File: src/rtl/cpu_pkg.sv
// Shared CPU definitions: M-extension funct3 encodings and the multiply/divide FSM states.
package cpu_pkg;

   typedef enum logic [2:0] {
      OP_MUL    = 3'b000,
      OP_MULH   = 3'b001,
      OP_MULHSU = 3'b010,
      OP_MULHU  = 3'b011,
      OP_DIV    = 3'b100,
      OP_DIVU   = 3'b101,
      OP_REM    = 3'b110,
      OP_REMU   = 3'b111
   } muldiv_op_t;

   typedef enum logic [1:0] {
      ST_IDLE = 2'b00,
      ST_CALC = 2'b01,
      ST_DONE = 2'b10
   } muldiv_state_t;

endpackage

File: src/rtl/muldiv_unit.sv
// Iterative RV32M multiply/divide unit: one operand bit per cycle on magnitudes,
// with the result sign applied once after the last iteration.
module muldiv_unit
   import cpu_pkg::*;
#(
   parameter int XLEN      = 32,
   parameter bit EARLY_OUT = 1'b1
) (
   input  logic            clk,
   input  logic            rst,
   input  logic            start,
   input  logic [2:0]      op,
   input  logic [XLEN-1:0] srcA,
   input  logic [XLEN-1:0] srcB,
   input  logic            flush,
   output logic            busy,
   output logic            done,
   output logic [XLEN-1:0] result
);

   localparam int CW = $clog2(XLEN) + 1;
   localparam logic [CW-1:0]   CNT_LAST   = CW'(XLEN - 1);
   localparam logic [CW-1:0]   CNT_ONE    = {{(CW-1){1'b0}}, 1'b1};
   localparam logic [XLEN-1:0] ALL_ONES   = {XLEN{1'b1}};
   localparam logic [XLEN-1:0] ALL_ZEROS  = {XLEN{1'b0}};
   localparam logic [XLEN-1:0] SIGNED_MIN = {1'b1, {(XLEN-1){1'b0}}};

   muldiv_state_t   state_r;
   muldiv_op_t      op_r;
   logic [XLEN-1:0] hi_r, lo_r, mcand_r, specRes_r, result_r;
   logic [CW-1:0]   cnt_r;
   logic            negRes_r, special_r, busy_r, done_r;

   muldiv_op_t      opIn_s;
   logic            aSigned_s, bSigned_s, aNeg_s, bNeg_s, isDiv_s, isRem_s;
   logic            divZero_s, sOvf_s, special_s, negRes_s;
   logic [XLEN-1:0] magA_s, magB_s, specRes_s, quo_s, rem_s, finalRes_s;
   logic [XLEN:0]   mulSum_s, remShift_s, divDiff_s;
   logic [2*XLEN-1:0] prod_s;

   // Operand decode at start: signedness, magnitudes, and the divide corner cases.
   always_comb begin
      opIn_s    = muldiv_op_t'(op);
      aSigned_s = 1'b0;
      bSigned_s = 1'b0;
      case (opIn_s)
         OP_MUL, OP_MULH, OP_DIV, OP_REM: begin
            aSigned_s = 1'b1;
            bSigned_s = 1'b1;
         end
         OP_MULHSU: aSigned_s = 1'b1;
         default: begin
            aSigned_s = 1'b0;
            bSigned_s = 1'b0;
         end
      endcase
      aNeg_s    = aSigned_s & srcA[XLEN-1];
      bNeg_s    = bSigned_s & srcB[XLEN-1];
      magA_s    = aNeg_s ? -srcA : srcA;
      magB_s    = bNeg_s ? -srcB : srcB;
      isDiv_s   = op[2];
      isRem_s   = op[1];
      divZero_s = isDiv_s && (srcB == ALL_ZEROS);
      sOvf_s    = isDiv_s && aSigned_s && (srcA == SIGNED_MIN) && (srcB == ALL_ONES);
      special_s = divZero_s | sOvf_s;
      // A remainder follows the dividend's sign; everything else follows the operand sign product.
      if (isDiv_s && isRem_s) begin
         negRes_s = aNeg_s;
      end else begin
         negRes_s = aNeg_s ^ bNeg_s;
      end
      if (divZero_s) begin
         specRes_s = isRem_s ? srcA : ALL_ONES;
      end else begin
         specRes_s = isRem_s ? ALL_ZEROS : srcA;
      end
   end

   // Per-cycle datapath plus the final sign fix-up and result select.
   always_comb begin
      mulSum_s   = {1'b0, hi_r} + (lo_r[0] ? {1'b0, mcand_r} : {(XLEN+1){1'b0}});
      remShift_s = {hi_r, lo_r[XLEN-1]};
      divDiff_s  = remShift_s - {1'b0, mcand_r};
      prod_s     = negRes_r ? -{hi_r, lo_r} : {hi_r, lo_r};
      quo_s      = negRes_r ? -lo_r : lo_r;
      rem_s      = negRes_r ? -hi_r : hi_r;
      if (special_r) begin
         finalRes_s = specRes_r;
      end else begin
         case (op_r)
            OP_MUL:                       finalRes_s = prod_s[XLEN-1:0];
            OP_MULH, OP_MULHSU, OP_MULHU: finalRes_s = prod_s[2*XLEN-1:XLEN];
            OP_DIV, OP_DIVU:              finalRes_s = quo_s;
            OP_REM, OP_REMU:              finalRes_s = rem_s;
            default:                      finalRes_s = prod_s[XLEN-1:0];
         endcase
      end
   end

   // Control FSM and operand/accumulator registers.
   always_ff @(posedge clk) begin
      if (!rst) begin
         state_r   <= ST_IDLE;
         op_r      <= OP_MUL;
         hi_r      <= ALL_ZEROS;
         lo_r      <= ALL_ZEROS;
         mcand_r   <= ALL_ZEROS;
         specRes_r <= ALL_ZEROS;
         result_r  <= ALL_ZEROS;
         cnt_r     <= {CW{1'b0}};
         negRes_r  <= 1'b0;
         special_r <= 1'b0;
         busy_r    <= 1'b0;
         done_r    <= 1'b0;
      end else if (flush) begin
         state_r <= ST_IDLE;
         busy_r  <= 1'b0;
         done_r  <= 1'b0;
      end else begin
         done_r <= 1'b0;
         case (state_r)
            ST_IDLE: begin
               if (start) begin
                  op_r      <= opIn_s;
                  cnt_r     <= {CW{1'b0}};
                  hi_r      <= ALL_ZEROS;
                  lo_r      <= isDiv_s ? magA_s : magB_s;
                  mcand_r   <= isDiv_s ? magB_s : magA_s;
                  negRes_r  <= negRes_s;
                  special_r <= special_s;
                  specRes_r <= specRes_s;
                  busy_r    <= 1'b1;
                  state_r   <= (EARLY_OUT && special_s) ? ST_DONE : ST_CALC;
               end else begin
                  busy_r <= 1'b0;
               end
            end
            ST_CALC: begin
               cnt_r <= cnt_r + CNT_ONE;
               if (op_r[2]) begin
                  // Restoring step: keep the trial difference only when it did not go negative.
                  if (!divDiff_s[XLEN]) begin
                     hi_r <= divDiff_s[XLEN-1:0];
                     lo_r <= {lo_r[XLEN-2:0], 1'b1};
                  end else begin
                     hi_r <= remShift_s[XLEN-1:0];
                     lo_r <= {lo_r[XLEN-2:0], 1'b0};
                  end
               end else begin
                  hi_r <= mulSum_s[XLEN:1];
                  lo_r <= {mulSum_s[0], lo_r[XLEN-1:1]};
               end
               if (cnt_r == CNT_LAST) begin
                  state_r <= ST_DONE;
               end else begin
                  state_r <= ST_CALC;
               end
            end
            ST_DONE: begin
               result_r <= finalRes_s;
               done_r   <= 1'b1;
               busy_r   <= 1'b0;
               state_r  <= ST_IDLE;
            end
            default: begin
               busy_r  <= 1'b0;
               state_r <= ST_IDLE;
            end
         endcase
      end
   end

   assign busy   = busy_r;
   assign done   = done_r;
   assign result = result_r;

endmodule

File: config.mk
export PLATFORM = sky130hd
export DESIGN_NAME = muldiv_unit
export DESIGN_NICKNAME = d
export VERILOG_FILES = /design/src/rtl/cpu_pkg.sv /design/src/rtl/muldiv_unit.sv
export SDC_FILE = /design/constraint.sdc
export NUM_CORES = 1
export LEC_CHECK = 0
export CAP_MARGIN = 15
export CORE_ASPECT_RATIO = 0.8
export CORE_MARGIN = 10
export CORE_UTILIZATION = 35
export DETAILED_ROUTE_END_ITERATION = 8
export GPL_TIMING_DRIVEN = 1
export PLACE_DENSITY = 0.6
export SYNTH_ARGS = -nofsm -noshare
export SYNTH_HDL_FRONTEND = slang
export SYNTH_SLANG_ARGS = --single-unit
File: constraint.sdc
create_clock -name clk -period 6.2 [get_ports clk]
set_input_delay 1.55 -clock clk [delete_from_list [all_inputs] [get_ports clk]]
set_output_delay 1.55 -clock clk [all_outputs]
set_load 0.005 [all_outputs]
==> reports/qor.txt <==
CTS Hold Bufs: 0
Final global-route overflow total: 0
Die Y: 211.8 um
Status: completed
Core Rows: 70
Leak Pwr: 6.880 nW
Fin crit period: 4.657 ns
Initial core utilization: 35.28%
Critical path's largest stage delay: 0.61 ns
Largest net degree at the start of global routing: 102
Starting DRT DRC Count: 2269
Fin. Hold Viols: 0
CTS tree: done
Detail Placement HPWL: 51.42 mm
Avg Vias per Cell: 6.105
Worst slack, placed: 1.111 ns
Total number of vias: 17320
Post_cts resized: 0
Clock buffer count from CTS: 17
Clock root buffer: clkbuf_16
Setup TNS: 0 ns
Cell area after synthesis: 0.01610 mm2
CP cell instances: clkdlybuf4s50_1, or4_1, nor3_1, nand2_1, nor3_1, nand3_4, maj3_1, a21oi_1
Area post-placement: 0.01754 mm2
Post-route ant nets: 0
Syn_nets: 2353
PortBufs: 104
Worst hold slack: 0.4690 ns
Worst path arrival time: 5.04 ns
Synth cell types: 87
Main synth FF type: dfxtp_1
Crit-path max FO: 32
Syn avg cell area: 7.285 um2
Slowest CP cell: or4_1
Hold crit path type: reg2reg
I/O pin total: 105
Skew-Pair Late Insertion Delay: 0.46 ns
Total of max-cap violations: 0
DRT Pass-1 Iters: 6
Post-synth EDFFs: 0
Die width: 259.8 um
Worst setup path category: in2reg
H-tree depth: 4
Die area: 0.05503 mm2
Pwr Total: 3.230 mW
Antenna violations before repair: 1
Clock sinks: 175
Required @ worst endpoint: 6.58 ns
Setup bufs post-CTS: 0
Worst Setup End Kind: flop
Clk_skew: 0.01175 ns
Clk buf depth: 2
DRC viols: 0
Least-Margin Pin Slew: 0.9641 ns
Final WS setup: 1.543 ns
Cell area after layout: 0.01815 mm2
GPL Wtd Cong: 0.9995
Final WL: 66.04 mm
Final #Nets: 2355
RSZ-0062 raised after global routing: no
First-pass GRT wire length: 98.02 mm
Aggregate global-route resource usage: 22.98%
Slew headroom: 35.73%
Layout filler cell count: 4712
Wire per inst: 23.28 um
Synth Instances: 2210
Power Density: 177.9 mW/mm2
Yosys warns: 0
Crit share post-route: 75.11%
Reg clk slew, reported paths: 0.08 ns
Synth async-reset ratio: 0%
Max-slew violations: 0
Vias in the first global route: 15640
Critical Path Start Type: input port
Core area: 0.04563 mm2
Part of the Yosys area used for sequential elements: 21.76%
Layout area overhead: 12.74%
Setup violations, final: 0
Worst path most repeated cell: nor3_1
Worst VDD drop: 214.7 uV
N_diodes: 0
Fmax: 214.7 MHz
Proportion of layout cells with a drive suffix above 1: 6.652%
Flops & latches, synth: 175
## flip-flops by register name (all words and copies together), names as in the netlist
signal,cells
hi_r,32
lo_r,32
mcand_r,32
result,32
specRes_r,32
cnt_r,6
op_r,3
state_r,2
busy,1
done,1
negRes_r,1
special_r,1
## cells in the mapped netlist (12+ instances only)
cell,count,area (um2)
a21oi_1,227,1136
nor2_1,198,743.2
nand2_1,192,720.7
o21ai_0,187,935.9
dfxtp_1,175,3503
clkbuf_1,127,476.7
inv_1,101,379.1
xnor2_1,100,875.8
ha_1,70,875.8
mux2i_1,63,630.6
xor2_1,59,516.8
o211ai_1,47,352.8
nand3_1,44,220.2
nor3_1,42,210.2
o31ai_1,37,277.8
or3_1,37,231.5
a31oi_1,30,187.7
maj3_2,30,337.8
a22oi_1,27,202.7
nand4_1,23,143.9
nor2b_1,22,137.6
a21boi_0,21,157.7
or4_1,20,150.1
a211oi_1,19,142.6
a21o_1,16,120.1
o211a_1,16,160.2
o21ai_1,15,75.07
or2_2,15,93.84
nor4_1,14,87.58
and2_1,13,81.33
buf_1,13,48.80
mux2_2,13,146.4
nand2b_1,13,81.33
o41ai_1,13,113.9
o221ai_1,12,105.1
## worst paths after layout
kind / startpoint / endpoint / slack (ns) / cells past startpoint
worst max-delay path: srcB[19] / specRes_r[3]$_SDFFE_PN0P_ / 1.54 / 8
worst min-delay path: mcand_r[2]$_SDFFE_PN0P_ / mcand_r[2]$_SDFFE_PN0P_ / 0.47 / 2
worst max register to register: lo_r[31]$_SDFFE_PN0P_ / hi_r[30]$_SDFFE_PN0P_ / 1.75 / 14
worst min register to register: mcand_r[2]$_SDFFE_PN0P_ / mcand_r[2]$_SDFFE_PN0P_ / 0.47 / 2
## where the power goes
group | total, mW | leakage (nW) | internal [mW] | switching, mW
Clock | 1.14 | 0.296 | 0.557 | 0.581
Sequential | 1.25 | 1.43 | 1.17 | 0.0791
Combinational | 0.844 | 5.16 | 0.321 | 0.523
## layout by cell type (no fill, tap or decap), drive strengths merged, types with 14 or more instances in the layout
cell type,synthesis,routed
a21oi,227,227
o21ai,204,204
nor2,199,199
nand2,192,192
dfxtp,175,175
inv,101,107
clkdlybuf4s50,0,102
xnor2,100,100
ha,70,70
mux2i,63,63
xor2,59,59
o211ai,47,47
nand3,45,45
nor3,42,42
o31ai,39,39
or3,38,38
buf,26,34
maj3,32,32
a31oi,30,30
a22oi,27,27
nand4,23,23
nor2b,22,22
a21boi,22,22
or4,22,22
or2,20,20
a211oi,19,19
clkbuf,127,18
nor4,18,18
a21o,16,16
o211a,16,16
and2,14,14
o41ai,14,14
mux2,14,14
## kinds of logic (layout without fill, tap and decap cells)
logic type | count (synthesis) | count (layout) | share of synthesized area [%]
buf+inv | 255 | 270 | 6.248
simple gates | 672 | 672 | 20.20
fa+ha+maj | 104 | 104 | 7.911
compound gates | 768 | 768 | 30.34
mux | 77 | 77 | 4.896
xor+xnor | 159 | 159 | 8.649
flops | 175 | 175 | 21.76
## layer usage
layer | vias to the layer above | part of all wire (%) | GRT usage [%]
met5 | - | 0 | 0
met4 | 0 | 2.4 | 6.080
met3 | 83 | 11 | 5.938
met2 | 865 | 41 | 32.55
met1 | 8276 | 45 | 33.38
li1 | 8096 | - | -
## critical path, delay by kind of cell
family / cells / cell delay (ns)
compound gates: 1 / 0.14
simple gates: 5 / 2.24
fa+ha+maj: 1 / 0.54
buf+inv: 1 / 0.53
## layout make-up
type	count	area, um2	share of cell area, %
Clock buffer	18	439.2	2.419
Tap cell	612	765.7	4.218
Sequential cell	175	3506	19.31
Multi-Input combinational cell	1780	11600	63.90
Timing Repair Buffer	136	1286	7.086
Clock inverter	14	172.7	0.9512
Inverter	102	382.9	2.109
## through the flow
| stage | instances | utilization [%] |
|---|---|---|
| after CTS | 2837 | 39.78 |
| after global routing | 2837 | 39.78 |
| after floorplan | 2210 | - |
| after detailed placement | 2805 | 38.44 |
| final | 2837 | 39.78 |
| after global placement | 2805 | 38.44 |
Power figures use the tool's default switching activity.
